### config.mk
export PLATFORM = sky130hd
export DESIGN_NAME = mem_access_unit
export DESIGN_NICKNAME = d
export VERILOG_FILES = /design/src/rtl/mem_access_unit.sv
export SDC_FILE = /design/constraint.sdc
export NUM_CORES = 1
export LEC_CHECK = 0
export BUFFER_PORTS_ARGS = -buffer_cell sky130_fd_sc_hd__buf_2
export CORE_MARGIN = 3
export CORE_UTILIZATION = 34
export DETAILED_ROUTE_END_ITERATION = 16
export GPL_ROUTABILITY_DRIVEN = 0
export PLACE_DENSITY = 0.6
export SLEW_MARGIN = 10
export SYNTH_ARGS = -nofsm -noshare
export SYNTH_HDL_FRONTEND = slang
export SYNTH_SLANG_ARGS = --single-unit
### constraint.sdc
create_clock -name clk -period 3 [get_ports clk]
set_clock_uncertainty 0.05 [all_clocks]
set_input_delay 0.15 -clock clk [delete_from_list [all_inputs] [get_ports clk]]
set_output_delay 0.15 -clock clk [all_outputs]
set_load 0.05 [all_outputs]
### src/rtl/mem_access_unit.sv
// rtl/mem_access_unit.sv - load/store initiator for a word-wide single-cycle data memory
// Optional misalignment trap: define MEM_ALIGN_CHECK_EN.
module mem_access_unit #(
  parameter int REGSIZE = 32,
  parameter int ADDR_W  = 5
) (
  input  logic                clk,
  input  logic                reset,
  input  logic                req_valid,
  output logic                req_ready,
  input  logic [2:0]          req_op,
  input  logic [ADDR_W+1:0]   req_addr,
  input  logic [REGSIZE-1:0]  req_wdata,
  output logic                resp_valid,
  input  logic                resp_ready,
  output logic [REGSIZE-1:0]  resp_rdata,
  output logic                resp_err,
  output logic                mem_read,
  output logic                mem_write,
  output logic [ADDR_W-1:0]   mem_addr,
  output logic [REGSIZE-1:0]  mem_wdata,
  input  logic [REGSIZE-1:0]  mem_rdata
);

  localparam logic [2:0] OP_LW  = 3'd0;
  localparam logic [2:0] OP_LH  = 3'd1;
  localparam logic [2:0] OP_LHU = 3'd2;
  localparam logic [2:0] OP_LB  = 3'd3;
  localparam logic [2:0] OP_LBU = 3'd4;
  localparam logic [2:0] OP_SW  = 3'd5;
  localparam logic [2:0] OP_SH  = 3'd6;
  localparam logic [2:0] OP_SB  = 3'd7;

  typedef enum logic [2:0] {
    S_IDLE, S_LOAD, S_RMW_RD, S_RMW_WR, S_WRITE, S_RESP
  } state_t;

  state_t               state_q, state_d;
  logic [2:0]           op_q, op_d;
  logic [ADDR_W+1:0]    addr_q, addr_d;
  logic [REGSIZE-1:0]   wdata_q, wdata_d;
  logic [REGSIZE-1:0]   merge_q, merge_d;
  logic [REGSIZE-1:0]   rdata_q, rdata_d;
  logic                 err_q, err_d;

  logic [7:0]           lane_b;
  logic [15:0]          lane_h;
  logic [REGSIZE-1:0]   load_val;
  logic [REGSIZE-1:0]   merged;
  logic                 rd_raw, wr_raw;

`ifdef MEM_ALIGN_CHECK_EN
  function automatic logic misaligned(input logic [2:0] op, input logic [1:0] lo);
    case (op)
      OP_LH, OP_LHU, OP_SH: misaligned = lo[0];
      OP_LW, OP_SW:         misaligned = (lo != 2'b00);
      default:              misaligned = 1'b0;
    endcase
  endfunction
`endif

  // Lane extraction from the live memory word, little-endian byte order.
  always_comb begin
    case (addr_q[1:0])
      2'd0:    lane_b = mem_rdata[7:0];
      2'd1:    lane_b = mem_rdata[15:8];
      2'd2:    lane_b = mem_rdata[23:16];
      default: lane_b = mem_rdata[31:24];
    endcase
    lane_h = addr_q[1] ? mem_rdata[31:16] : mem_rdata[15:0];
    case (op_q)
      OP_LH:   load_val = {{16{lane_h[15]}}, lane_h};
      OP_LHU:  load_val = {16'h0000, lane_h};
      OP_LB:   load_val = {{24{lane_b[7]}}, lane_b};
      OP_LBU:  load_val = {24'h000000, lane_b};
      default: load_val = mem_rdata;
    endcase
  end

  // Replace the addressed byte/halfword in the word captured during RMW_RD.
  always_comb begin
    merged = merge_q;
    if (op_q == OP_SH) begin
      if (addr_q[1]) merged[31:16] = wdata_q[15:0];
      else           merged[15:0]  = wdata_q[15:0];
    end else begin
      case (addr_q[1:0])
        2'd0:    merged[7:0]   = wdata_q[7:0];
        2'd1:    merged[15:8]  = wdata_q[7:0];
        2'd2:    merged[23:16] = wdata_q[7:0];
        default: merged[31:24] = wdata_q[7:0];
      endcase
    end
  end

  always_comb begin
    state_d    = state_q;
    op_d       = op_q;
    addr_d     = addr_q;
    wdata_d    = wdata_q;
    merge_d    = merge_q;
    rdata_d    = rdata_q;
    err_d      = err_q;
    req_ready  = 1'b0;
    resp_valid = 1'b0;
    rd_raw     = 1'b0;
    wr_raw     = 1'b0;
    mem_wdata  = '0;
    case (state_q)
      S_IDLE: begin
        req_ready = 1'b1;
        if (req_valid) begin
          op_d    = req_op;
          addr_d  = req_addr;
          wdata_d = req_wdata;
          rdata_d = '0;
          err_d   = 1'b0;
          case (req_op)
            OP_SW:        state_d = S_WRITE;
            OP_SH, OP_SB: state_d = S_RMW_RD;
            default:      state_d = S_LOAD;
          endcase
`ifdef MEM_ALIGN_CHECK_EN
          if (misaligned(req_op, req_addr[1:0])) begin
            err_d   = 1'b1;
            state_d = S_RESP;
          end
`endif
        end
      end
      S_LOAD: begin
        rd_raw  = 1'b1;
        rdata_d = load_val;
        state_d = S_RESP;
      end
      S_RMW_RD: begin
        rd_raw  = 1'b1;
        merge_d = mem_rdata;
        state_d = S_RMW_WR;
      end
      S_RMW_WR: begin
        wr_raw    = 1'b1;
        mem_wdata = merged;
        state_d   = S_RESP;
      end
      S_WRITE: begin
        wr_raw    = 1'b1;
        mem_wdata = wdata_q;
        state_d   = S_RESP;
      end
      S_RESP: begin
        resp_valid = 1'b1;
        if (resp_ready) begin
          err_d   = 1'b0;
          state_d = S_IDLE;
        end
      end
      default: state_d = S_IDLE;
    endcase
  end

  // Strobes are masked by reset so an abandoned request never reaches memory.
  assign mem_read   = rd_raw & ~reset;
  assign mem_write  = wr_raw & ~reset;
  assign mem_addr   = (rd_raw | wr_raw) ? addr_q[ADDR_W+1:2] : '0;
  assign resp_rdata = rdata_q;
  assign resp_err   = err_q;

  always_ff @(posedge clk) begin
    if (reset) begin
      state_q <= S_IDLE;
      op_q    <= OP_LW;
      addr_q  <= '0;
      wdata_q <= '0;
      merge_q <= '0;
      rdata_q <= '0;
      err_q   <= 1'b0;
    end else begin
      state_q <= state_d;
      op_q    <= op_d;
      addr_q  <= addr_d;
      wdata_q <= wdata_d;
      merge_q <= merge_d;
      rdata_q <= rdata_d;
      err_q   <= err_d;
    end
  end

endmodule
After elaboration in Yosys (flattened, before gate mapping)
Index checks and enable logic that the tools add are counted.
{ "classes": {"muxes": 25, "n_bitwise": 4, "eq_ne": 17, "n_reduce_logical": 13} }
{ "ops": {"columns": ["cell", "count"], "rows": [
  ["32-bit one-hot mux with 2 select lines", 2],
  ["32-bit one-hot mux with 4 select lines", 1],
  ["32-bit two-way mux", 2],
  ["16-bit two-way mux", 3],
  ["8-bit two-way mux", 4],
  ["8-bit one-hot mux with 3 select lines", 1],
  ["3-bit == test, second input constant", 7],
  ["3-bit by 2-bit == test with 1-bit output, second input constant", 4],
  ["3-bit one-hot mux with 4 select lines", 1],
  ["3-bit by 1-bit == test with 1-bit output, second input constant", 2],
  ["1-bit two-way mux", 6],
  ["3-bit two-way mux", 2],
  ["3-bit one-hot mux with 2 select lines", 1],
  ["2-bit AND reduction", 3],
  ["2-bit OR reduction", 3],
  ["3-bit OR reduction", 2],
  ["5-bit two-way mux", 1],
  ["2-bit != test, second input constant", 2],
  ["2-bit nonzero test", 2],
  ["3-bit zero test", 1],
  ["3-bit AND reduction", 1],
  ["1-bit AND", 2],
  ["2-bit by 1-bit == test with 1-bit output, second input constant", 1],
  ["2-bit == test, second input constant", 1],
  ["other kinds (4)", 4]
]} }
{ "word_totals": {"inputBits": 78, "word_cells": 66, "output_inout_bits": 74, "register_bits": 110} }

Logic depth before layout (Yosys ltp)
Gate-level depths: netlist of run 1.
{ "depth": {"depth_word": 5, "ltp_mapped": 7, "mapped_depth_nobuf": 4} }

Worst setup path before layout of run 1
Ideal clock, no wire load.
{ "synth_timing": {"path_kind": "flip-flop to output port", "start": "register op_q[1]", "end": "output mem_wdata[22]", "arrival_ps": 2158, "path_stages_with_launch": 8, "required_ps": 2800, "setup_slack_ps": 642, "path_buffers": 3, "cell_sequence": "dfxtp_1 buf_6 buf_6 nand3b_4 a21boi_1 buf_4 mux2i_1 o21ai_0"} }
{ "synth_via": {"elab_chain_len": 3} }
{ "synth_lines": {"columns": ["item", "line_no", "source"], "rows": [
  ["start: declaration", "39", "logic [2:0] op_q, op_d;"],
  ["start signal: assignment", "180", "op_q <= op_d;"],
  ["3-bit == test", "83", "if (op_q == OP_SH) begin"],
  ["32-bit two-way mux", "83", null],
  ["32-bit one-hot mux with 2 select lines", "109", "case (state_q)"],
  ["end: declaration", "21", "output logic [REGSIZE-1:0] mem_wdata,"]
]} }
No other way between the ends.

Worst setup path after layout of run 1
{ "layout_timing": {"start": "register op_q[1]", "end": "output mem_wdata[31]"} }
The elaborated chain is that of the path after synthesis.

==> impl_metrics.yaml, run 1 <==
timing:
  setup_viol_count_final: 0
  final_period_minus_worst_setup_slack_ns: 2.683
  grt_setup_unrepaired: "no"
  fmax_mhz: 372.8
  timing_max_transition_violations_final: 0
  min_period_over_period_pct: 89.42
  tightest_slew_ns: 0.8162
  timing.max_slew.rel_slack_pct: 45.59
  setup_tns_ns: 0
  finalHoldViolCount: 0
setup_path:
  worst-path-max-fanout: 14
  endpoint_kind: "primary output"
  timing.critical_path.arrival_ns: 2.48
  timing_worst_setup_path_type: "register to primary output"
  critPathLaunchType: "register"
  critical_path.slowest_cell: "dfxtp_1"
  worstPathCellList: "nand3b_4, nand3_1, o221ai_1, o21ai_1, buf_2"
  cpPeakStageDelay_ns: 0.78
  critical_path_required_ns: 2.80
clock_network:
  cts.sink_count: 109
  cts_setup_buffers: 0
  cts_tree: "yes"
  clk_pin_slew_worst_paths_ns: 0.07
  cts_max_level: 3
  cts_buffer_depth: 2
  ctsRootBufferMaster: "clkbuf_16"
  worst_skew_pair.late_latency_ns: 0.36
  numCtsBuffers: 9
floorplanning:
  die_w_um: 132.8
  floorplan.rows: 45
  top_level_ports: 152
  vertical_extent_of_the_die_um: 132.8
  full_die_area_um2: 17640
  floorplan.initialDensity_pct: 35.32
  fp.coreArea_um2: 15480
detailed_routing:
  routedWlPerCell_um: 16.67
  route.antenna.remaining_nets: 0
  routed-via-count: 5483
  postRouteWirelength_mm: 18.02
  drt-met1-wl_mm: 7.818
  drtPass1Iterations: 4
  routed.top_layer: "met4"
  wl_met2_mm: 9.040
  routed-wl-met3_um: 866
  avgViaCountPerCell: 5.072
  drt_drc_violations_left: 0
  first_drt_iteration_drcs: 378
logic_synthesis:
  ys_seq_elements: 109
  post_synth_edffs: 0
  synth.cell_area_um2: 5469
  post_synthesis_net_count: 785
  synth_cell_type_count: 56
  post_synth_inst_count: 707
  synth_top_flop_cell: "dfxtp_1"
  ys_async_sr_fraction_pct: 0
  syn_area_per_cell_um2: 7.735
  seq_area_frac_synth_pct: 39.90
  warnings_synthesis: 0
layout:
  final_nets: 944
  final_layout_size_suffix_gt1_share_pct: 23.10
  final_core_util_pct: 44.91
  antenna_cells_inserted: 0
  syn2layout_area_growth_pct: 27.16
global_route:
  vias_in_the_first_global_route: 5153
  grt-ovfl-total: 0
  grt_antenna_before_repair: 0
  wire_length_of_the_first_global_routing_pass_mm: 27.72
  track_usage_pct: 19.63
  grt_start_max_net_pins: 42
power_and_ir_drop:
  peak_supply_drop_uv: 414.3
  power_density_nw_per_um2: 828.1
  p_total_uw: 5758
  power_leakage_uw: 0.002794
min_path:
  min_path_type: "primary input to register"
place:
  dp.final_hpwl_mm: 12.86
  place.port_buffers: 150
flow_run:
  maxCapViolations: 0
status:
  outcome: "completed"
[power breakdown]
part	switching (µW)	internal, µW	total [µW]
clock	563	673	1240
sequential	294	1740	2030
combinational	1750	743	2490
total	2610	3150	5760
[layer usage]
layer | global-route usage [%] | vias up
met1 | 24.67 | 2590
met2 | 33.80 | 122
met4 | 4.965 | 0
met5 | 0 | -
met3 | 4.715 | 18
li1 | - | 2753
[cells by family after synthesis]
family | after synthesis | share of synthesized area, %
xor gates and xnor gates | 5 | 1.144
DFF | 109 | 39.90
muxes | 33 | 6.223
AOI/OAI and AO/OA | 215 | 23.31
other | 1 | 0.06857
adders and majority gates | 1 | 0.2059
buffers and inverters | 60 | 6.314
and+or+nand+nor | 283 | 22.83
[final timing paths]
check	start	end	slack, ns	cells past startpoint
setup / recovery	op_q[1]	mem_wdata[31]	0.32	5
hold / removal	mem_rdata[6]	merge_q[6]	0.008	3
setup reg to reg	op_q[1]	resp_rdata[31]	0.80	4
hold reg to reg	resp_rdata[23]	resp_rdata[23]	0.39	2
[repair_timing]
| item | in CTS | in global routing |
|---|---|---|
| resized for setup | 0 | 0 |
| endpoints found under the hold margin | 39 | 0 |
| hold buffers | 39 | 0 |
[synthesized netlist by cell type, types with 2 or more instances]
cell	n	area share [%]
xnor2_1	4	0.64
nor3_4	2	0.59
dfxtp_1	109	40
and3b_1	3	0.48
clkbuf_1	14	0.96
o221ai_1	10	1.6
buf_2	21	1.9
buf_4	9	1.2
nor2_2	4	0.46
nor2_1	28	1.9
nor3_1	9	0.82
a22oi_1	15	2.1
and2_1	6	0.69
nand2b_1	12	1.4
o21ai_0	23	2.1
inv_1	4	0.27
nand3_1	4	0.37
o22ai_1	7	0.80
mux2i_1	30	5.5
nand2_1	202	14
a21oi_1	95	8.7
buf_1	3	0.21
o21ai_1	35	3.2
or2_1	2	0.23
buf_6	8	1.6
a22o_1	9	1.4
a21o_1	2	0.27
a221oi_1	9	1.4
[registers in the layout, summed over array words and instances, names as in the netlist]
name	count
addr_q	7
resp_rdata	32
op_q	3
wdata_q	32
merge_q	32
state_q	3
[critical path, delay by kind of cell (launching register included)]
family                 cells  cell delay, ns
buffers and inverters      1            0.29
AOI/OAI and AO/OA          2            0.42
and+or+nand+nor            2            0.63
DFF                        1            0.78
[metrics by stage]
stage	setup slack (ns)	hold slack [ns]	std cells	cell area [µm²]
final	0.3174	0.008375	1081	6954
after global routing	0.1582	0.005629	1081	6954
after CTS	0.3078	0.001640	1081	6954
after detailed placement	0.7028	0.3469	1027	6266
after global placement	0.7394	0.3425	1027	6266
after floorplan	0.6419	0.2360	707	5469
[cell type report]
type	instances	area [µm²]
fillers	1601	8529
multi-input cells	538	2945
flip-flops and latches	109	2182
repair buffers	203	1246
well taps	211	264.0
clock buffers	11	242.7
clock inverters	4	55.05
inverters	5	18.77
[layout by cell type (no fill, tap or decap), types with 2 or more instances in the layout]
cell,count
nand2_1,202
buf_2,150
dfxtp_1,109
a21oi_1,94
dlygate4sd3_1,39
o21ai_1,35
mux2i_1,30
nor2_1,28
o21ai_0,23
a22oi_1,15
buf_4,14
nand2b_1,12
o221ai_1,10
a221oi_1,9
a22o_1,9
nor3_1,9
clkbuf_16,9
o22ai_1,7
and2_1,6
nand3_1,4
nor2_2,4
inv_1,4
xnor2_1,4
and3b_1,3
a21o_1,2
or2_1,2
nor3_4,2
a21oi_2,2
inv_6,2
No activity file was read; power rests on OpenSTA's default activity.
==> run 2, diff against run 1 <==
--- a/constraint.sdc
+++ b/constraint.sdc
@@ -4,2 +4,2 @@
 set_output_delay 0.15 -clock clk [all_outputs]
-set_load 0.05 [all_outputs]
+set_load 0.005 [all_outputs]
==> run 2 against run 1 <==
- core utilization increased by 0.073 points
- die area unchanged
- worst hold slack got worse by 0.0045 ns
- count of clock-buffer cells in the layout increased by 1
- final cell count increased by 0.19%
- fmax increased by 1.8%
- setup slack improved by 0.047 ns
- largest cell class unchanged
- largest power group is now registers
==> impl_metrics.yaml, run 2 (synthesized netlist as in run 1, its figures left out) <==
clock_network:
  ctsRootBufferMaster: "clkbuf_16"
  worst_skew_pair.late_latency_ns: 0.36
  cts_buffer_depth: 2
  clk_pin_slew_worst_paths_ns: 0.07
  cts_setup_buffers: 0
  cts.sink_count: 109
  numCtsBuffers: 9
  cts_max_level: 3
  cts_tree: "yes"
detailed_routing:
  avgViaCountPerCell: 5.140
  routed-via-count: 5567
  drt_drc_violations_left: 0
  routedWlPerCell_um: 16.59
  first_drt_iteration_drcs: 463
  postRouteWirelength_mm: 17.97
  route.antenna.remaining_nets: 0
  drtPass1Iterations: 5
timing:
  setup_tns_ns: 0
  timing.max_slew.rel_slack_pct: 40.15
  min_period_over_period_pct: 87.85
  finalHoldViolCount: 0
  final_period_minus_worst_setup_slack_ns: 2.635
  grt_setup_unrepaired: "no"
  tightest_slew_ns: 0.8965
  timing_max_transition_violations_final: 0
  setup_viol_count_final: 0
  layout_setup_ws_ns: 0.3645
  fmax_mhz: 379.4
setup_path:
  cp.buffers_inverters: 1
  critical_path_required_ns: 2.80
  worstPathCellList: "nand3b_4, nand3_1, o221ai_1, o21ai_1, buf_2"
  cpPeakStageDelay_ns: 0.91
  endpoint: "mem_wdata[31]"
  timing.rr.end: "resp_rdata[31]"
  cp_num_cells: 5
  worst-path-max-fanout: 20
  endpoint_kind: "primary output"
  timing.critical_path.max_delay_family: "flip-flops"
  rrSetupSlack_ns: 0.81
  critical_path.slowest_cell: "dfxtp_1"
  crit-reg2reg-launch: "op_q[2]"
  count_of_cells_along_the_worst_register_to_register_path: 3
  timing.critical_path.arrival_ns: 2.44
  timing_worst_setup_path_type: "register to primary output"
  crit_start: "op_q[2]"
  critPathLaunchType: "register"
min_path:
  min_path_type: "primary input to register"
floorplanning:
  vertical_extent_of_the_die_um: 132.8
  die_w_um: 132.8
  top_level_ports: 152
  floorplan.initialDensity_pct: 35.32
  floorplan.rows: 45
  full_die_area_um2: 17640
  fp.coreArea_um2: 15480
power_and_ir_drop:
  total_switching_power_uw: 1982
  power_leakage_uw: 0.002799
  combinationalPowerShare_pct: 36.1
  power_density_nw_per_um2: 738.0
  pwr-share-clk_pct: 24.1
  seq_power_share_pct: 39.8
  p_total_uw: 5141
  peak_supply_drop_uv: 587.4
  p_int_uw: 3159
  power.share.switching_pct: 38.55
flow_run:
  maxCapViolations: 0
place:
  detailedPlace.worstSlack_ns: 0.7836
  place.port_buffers: 150
  dp.final_hpwl_mm: 12.82
  placedInstanceArea_um2: 6274
global_route:
  grt-ovfl-total: 0
  vias_in_the_first_global_route: 5194
  track_usage_pct: 19.86
  grt_antenna_before_repair: 0
  wire_length_of_the_first_global_routing_pass_mm: 28.14
  grt_start_max_net_pins: 80
layout:
  final_core_util_pct: 44.99
  antenna_cells_inserted: 0
  top_library_cells_by_usage_in_the_layout_fill_and_taps_aside: "202 x nand2_1, 150 x buf_2, 109 x dfxtp_1"
  final_nets: 945
  final_cell_area_um2: 6965
  final_layout_size_suffix_gt1_share_pct: 23.17
  syn2layout_area_growth_pct: 27.36
  mostFrequentLayoutCell: "nand2_1"
status:
  outcome: "completed"
run 2: changes by cell type in the layout (fill, tap and decap cells not counted):
cell	previous run	this run
buf_4	14	15
clkbuf_1	1	2
run 2: layer usage:
layer	track usage [%]	vias to the layer above	part of all wire (%)
met2	34.03	156	50
met3	4.715	24	5.7
li1	-	2767	-
met5	0	-	0
met4	4.503	0	1.4
met1	25.35	2620	43
run 2: layout make-up:
cell class,count,area (µm²)
Tap cell,211,264.0
Multi-Input combinational cell,538,2945
Fill cell,1584,8518
Timing Repair Buffer,204,1254
Clock inverter,4,55.05
Clock buffer,12,246.5
Inverter,5,18.77
Sequential cell,109,2182
run 2: worst min-delay path by stage:
stage,startpoint,end,cells after the start
floorplan,req_addr[2],addr_q[2],2
global placement,req_addr[2],addr_q[2],3
detailed placement,req_addr[5],addr_q[5],3
CTS,req_op[0],op_q[0],3
global route,req_wdata[7],wdata_q[7],3
finish,req_wdata[7],wdata_q[7],3
run 2: worst register-to-register path: cells and delay by family, from the launching register on:
family	cells	cell delay [ns]
AOI/OAI and AO/OA	2	0.89
xor gates and xnor gates	1	0.19
DFF	1	0.91
run 2: stage by stage:
| step | instances | hold WS (ns) |
|---|---|---|
| after global placement | 1028 | 0.3432 |
| after CTS | 1083 | 0.003070 |
| final | 1083 | 0.003867 |
| after global routing | 1083 | 0.003862 |
| after floorplan | 707 | 0.2360 |
| after detailed placement | 1028 | 0.3460 |
run 2: timing repair:
item / CTS / global route
hold buffers: 39 / 0
gates resized for setup: 0 / 0
endpoints found under the hold margin: 39 / 0
run 2: power by group through the flow:
stage	clock network (µW)	logic [µW]	registers, µW
finish	1240	1850	2040
global route	1330	2080	2080
CTS	1270	1870	2040
detailed placement	0	1820	2070
global placement	0	1810	2070
floorplan	0	1400	1920
